`config.mk`:
```
export PLATFORM = sky130hd
export DESIGN_NAME = rtc_bus_sequencer
export DESIGN_NICKNAME = d
export VERILOG_FILES = /design/src/rtl/rtc_bus_sequencer.sv
export SDC_FILE = /design/constraint.sdc
export NUM_CORES = 1
export LEC_CHECK = 0
export BUFFER_PORTS_ARGS = -buffer_cell sky130_fd_sc_hd__buf_2
export CAP_MARGIN = 20
export CORE_MARGIN = 3
export CORE_UTILIZATION = 42
export CTS_BUF_LIST = sky130_fd_sc_hd__clkbuf_16
export CTS_CLUSTER_DIAMETER = 200
export DETAILED_ROUTE_END_ITERATION = 10
export PLACE_DENSITY = 0.76
export RECOVER_POWER = 50
export SLEW_MARGIN = 20
export SYNTH_ARGS = -nofsm -noshare
export SYNTH_HDL_FRONTEND = slang
export SYNTH_SLANG_ARGS = --single-unit
```
`constraint.sdc`:
```
create_clock -name clk -period 5.1 [get_ports clk]
set_clock_uncertainty 0.2 [all_clocks]
set_input_delay 1.53 -clock clk [delete_from_list [all_inputs] [get_ports clk]]
set_output_delay 1.53 -clock clk [all_outputs]
set_load 0.05 [all_outputs]
```
`src/rtl/rtc_bus_sequencer.sv`:
```
// rtc_bus_sequencer: sequences single-byte RTC register reads/writes onto the multiplexed address/data bus
module rtc_bus_sequencer #(
    parameter int T_PHASE = 10
) (
    input  logic       clk,
    input  logic       reset,
    input  logic       wr_req,
    input  logic       rd_req,
    input  logic [7:0] addr,
    input  logic [7:0] wr_data,
    output logic [7:0] rd_data,
    output logic       busy,
    output logic       done,
    output logic       cs_n,
    output logic       rd_n,
    output logic       wr_n,
    output logic       ad_sel,
    output logic       ad_oe,
    output logic [7:0] ad_out,
    input  logic [7:0] ad_in
);
    localparam int CW = $clog2(T_PHASE + 1);

    typedef enum logic [2:0] {
        IDLE, A_SETUP, A_STROBE, A_HOLD, D_SETUP, D_STROBE, D_HOLD, DONE
    } state_t;

    state_t        state_q, state_d;
    logic [CW-1:0] cnt_q, cnt_d;
    logic          is_wr_q, is_wr_d;
    logic          pend_q, pend_d;
    logic [7:0]    addr_q, addr_d;
    logic [7:0]    data_q, data_d;
    logic [7:0]    rd_data_q, rd_data_d;
    logic          busy_q, busy_d;
    logic          done_q, done_d;
    logic          cs_n_q, cs_n_d;
    logic          rd_n_q, rd_n_d;
    logic          wr_n_q, wr_n_d;
    logic          ad_sel_q, ad_sel_d;
    logic          ad_oe_q, ad_oe_d;
    logic [7:0]    ad_out_q, ad_out_d;
    logic          last, accept, a_ph, d_ph;

    assign last   = cnt_q == CW'(T_PHASE - 1);
    assign accept = (state_q == IDLE || (state_q == DONE && !pend_q)) && (wr_req || rd_req);

    // Sequencing: acceptance/arbitration, phase timing and read capture
    always_comb begin
        state_d   = state_q;
        cnt_d     = cnt_q;
        is_wr_d   = is_wr_q;
        pend_d    = pend_q;
        addr_d    = addr_q;
        data_d    = data_q;
        rd_data_d = rd_data_q;
        if (accept) begin
            // A simultaneous write and read share addr: the write goes first, the read waits in the pending slot
            state_d = A_SETUP;
            cnt_d   = '0;
            is_wr_d = wr_req;
            pend_d  = wr_req && rd_req;
            addr_d  = addr;
            data_d  = wr_data;
        end else if (state_q == DONE) begin
            state_d = pend_q ? A_SETUP : IDLE;
            cnt_d   = '0;
            is_wr_d = pend_q ? 1'b0 : is_wr_q;
            pend_d  = 1'b0;
        end else if (state_q != IDLE) begin
            cnt_d   = last ? '0 : cnt_q + 1'b1;
            state_d = last ? state_t'(state_q + 3'd1) : state_q;
            rd_data_d = (last && state_q == D_STROBE && !is_wr_q) ? ad_in : rd_data_q;
        end
    end

    // Pin values decoded from the upcoming state so every output leaves a flop
    always_comb begin
        a_ph     = state_d inside {A_SETUP, A_STROBE, A_HOLD};
        d_ph     = state_d inside {D_SETUP, D_STROBE, D_HOLD};
        busy_d   = state_d != IDLE;
        done_d   = state_d == DONE;
        cs_n_d   = !(state_d == A_STROBE || state_d == D_STROBE);
        wr_n_d   = !(state_d == A_STROBE || (state_d == D_STROBE && is_wr_d));
        rd_n_d   = !(state_d == D_STROBE && !is_wr_d);
        ad_sel_d = !a_ph;
        ad_oe_d  = a_ph || (d_ph && is_wr_d);
        ad_out_d = ad_oe_d ? (a_ph ? addr_d : data_d) : 8'h00;
    end

    // State and output registers; reset aborts any transaction without a done pulse
    always_ff @(posedge clk or posedge reset) begin
        if (reset) begin
            state_q   <= IDLE;
            cnt_q     <= '0;
            is_wr_q   <= 1'b0;
            pend_q    <= 1'b0;
            addr_q    <= 8'h00;
            data_q    <= 8'h00;
            rd_data_q <= 8'h00;
            busy_q    <= 1'b0;
            done_q    <= 1'b0;
            cs_n_q    <= 1'b1;
            rd_n_q    <= 1'b1;
            wr_n_q    <= 1'b1;
            ad_sel_q  <= 1'b1;
            ad_oe_q   <= 1'b0;
            ad_out_q  <= 8'h00;
        end else begin
            state_q   <= state_d;
            cnt_q     <= cnt_d;
            is_wr_q   <= is_wr_d;
            pend_q    <= pend_d;
            addr_q    <= addr_d;
            data_q    <= data_d;
            rd_data_q <= rd_data_d;
            busy_q    <= busy_d;
            done_q    <= done_d;
            cs_n_q    <= cs_n_d;
            rd_n_q    <= rd_n_d;
            wr_n_q    <= wr_n_d;
            ad_sel_q  <= ad_sel_d;
            ad_oe_q   <= ad_oe_d;
            ad_out_q  <= ad_out_d;
        end
    end

    assign rd_data = rd_data_q;
    assign busy    = busy_q;
    assign done    = done_q;
    assign cs_n    = cs_n_q;
    assign rd_n    = rd_n_q;
    assign wr_n    = wr_n_q;
    assign ad_sel  = ad_sel_q;
    assign ad_oe   = ad_oe_q;
    assign ad_out  = ad_out_q;
endmodule

```
==> results.cfg <==
[outcome]
status = complete, but fails checks
violations = capacitance limit, slew limit

[floorplanning]
core_area_mm2 = 0.00482
dieArea_mm2 = 0.00596
io_pins = 51
die_x_um = 77.2
initial_core_util = 0.442
rows = 25
die_h_um = 77.2

[run]
drv_cap = 1

[global_route]
grt_first_pass_wirelength_um = 7020
antenna_found_initial = 0
track_usage = 0.148
grt_pass1_vias = 1541
grt_max_degree = 49
grt_overflow = 0

[logic_synthesis]
yosysSeqAreaShare = 0.566
synth_nets = 205
synthDistinctLibCells = 41
synth.avg_cell_area_um2 = 12.5
syn_area_mm2 = 0.00213
synth_ff_type = dfrtp_1
async_flop_share = 1.00
synth_edf_count = 0
ys_ff_latch = 48
syn_inst = 171
yosys_warnings = 0

[timing]
setup_viol = 0
finalSetupTns_ns = 0
period_needed_ns = 3.69
period_share = 0.724
relSlewSlack = -0.164
fmax_mhz = 271
hold_ws_ns = 0.284
hold_violations = 0
rsz0062_at_grt = no
report.final.slew_viol_count = 49
worst_pin_slew_ns = 1.74

[layout]
layout.nets = 257
mostFrequentLayoutCells = 49 x buf_2, 44 x dfrtp_1, 17 x mux2_2
syn_to_final_growth_pct = 21.4
regArea_mm2 = 0.00121
fill_cells = 454
fin_util = 0.537
drive_gt1_frac = 0.379
layout_commonest_cell = buf_2
diodes = 0
multi_input_area_um2 = 832

[worst_setup_path]
crit_type = in -> reg
crit_required_ns = 5.03
worstPathArrival_ns = 3.62
critPathMaxFanout = 9
end_kind = flip-flop
critPathLaunchType = input pin

[drt]
drt_iter0_drc = 56
dr.pass1.iters = 5
viasPerCell = 5.10
ant_nets = 0
vias = 1484
remaining_drc_errors = 0
post_drt_wl_per_cell_um = 14.3
wirelength_um = 4160

[power_and_ir_drop]
totalPowerFinal_mw = 0.804
power_leakage_nw = 1.25
vdd_ir_drop_max_uv = 205
p_per_area_mw_per_mm2 = 311

[clocking]
clock_sinks = 48
cts_resized = 0
cts_tree = done
cts_root_buf = clkbuf_16
cts_setup_buffers = 0
cts_made_buffers = 5
clkLatencyLatePin_ns = 0.28
clock_path_buffers = 2
path_clk_slew_ns = 0.06
ctsHtreeMaxLevel = 2
cts_hold_buffers = 0

[placement]
gp_congestion = 0.823
portBuffers = 50
dpl.hpwl_um = 2800

[min_path]
hold_path_class = reg -> reg
cell type report:
class                           instances  share of cell area
Tap cell                               67              0.0324
Timing Repair Buffer                   51              0.0977
Clock buffer                            5              0.0484
Multi-Input combinational cell        104               0.322
Inverter                               13              0.0189
Clock inverter                          3              0.0145
Sequential cell                        48               0.466
report_power, final:
part	total (mW)	internal (mW)	leakage (nW)	switching [mW]
logic	0.0487	0.0181	0.573	0.0306
clock network	0.360	0.228	0.0864	0.132
registers	0.395	0.392	0.586	0.00335
state kept, by name, indices dropped and copies added (netlist names), 3 cells and up:
register  cells
addr_q        8
state_q       3
rd_data       8
ad_out        8
cnt_q         4
data_q        8
Yosys cell counts (all sizes together) (2+ instances only):
library cell / n / share of area
nand2b: 4 / 0.012
a31oi: 2 / 0.0059
dfrtp: 44 / 0.52
o41ai: 2 / 0.021
and3: 2 / 0.0059
dfstp: 4 / 0.049
nand2: 13 / 0.023
o32ai: 7 / 0.029
mux2i: 7 / 0.033
o21ai: 4 / 0.0094
clkbuf: 2 / 0.0035
nor2b: 2 / 0.0059
nor3: 4 / 0.012
mux2: 17 / 0.090
ha: 6 / 0.035
buf: 4 / 0.012
nor2: 10 / 0.021
inv: 13 / 0.023
a21oi: 6 / 0.016
nand3: 2 / 0.0047
per-layer routing:
layer | track usage | share of wire | up-vias
li1 | - | - | 713
met1 | 0.182 | 0.44 | 723
met2 | 0.245 | 0.48 | 43
met3 | 0.0423 | 0.065 | 5
met4 | 0.0534 | 0.011 | 0
met5 | 0 | 0 | -
per-stage QoR:
step | instance area [um^2] | worst slack [ns] | cells
floorplan | 2130 | 2.05 | 171
global placement | 2440 | 1.64 | 283
detailed placement | 2440 | 1.60 | 283
CTS | 2610 | 1.85 | 291
global route | 2590 | 1.22 | 291
finish | 2590 | 1.41 | 291
logic make-up after synthesis:
logic type                 Yosys count  share of synthesized area
muxes                               24                      0.123
adders and majority gates            6                     0.0352
buffers and inverters               19                     0.0388
AOI/OAI and AO/OA                   27                      0.103
DFF                                 48                      0.566
and+or+nand+nor                     47                      0.134
critical path, stage by stage:
cell and delay (ns):
clkbuf_1 0.13, nor4b_1 0.80, nand2_1 0.13, a31o_2 0.32, o41ai_4 0.52, o32ai_1 0.19
path summary, 6_finish.rpt:
check / startpoint / end / slack [ns] / depth (start not counted)
max in group asynchronous: reset / data_q[3]$_DFF_PP0_ / 2.10 / 2
min in group asynchronous: reset / cnt_q[3]$_DFFE_PP0P_ / 1.59 / 2
worst min-delay path: addr_q[3]$_DFF_PP0_ / addr_q[3]$_DFF_PP0_ / 0.28 / 2
worst max-delay path: rd_req / ad_out[2]$_DFF_PP0_ / 1.41 / 6
worst min register to register: addr_q[3]$_DFF_PP0_ / addr_q[3]$_DFF_PP0_ / 0.28 / 2
worst max register to register: state_q[0]$_DFF_PP0_ / ad_out[2]$_DFF_PP0_ / 1.97 / 7
(Power assumes the default switching activity.)
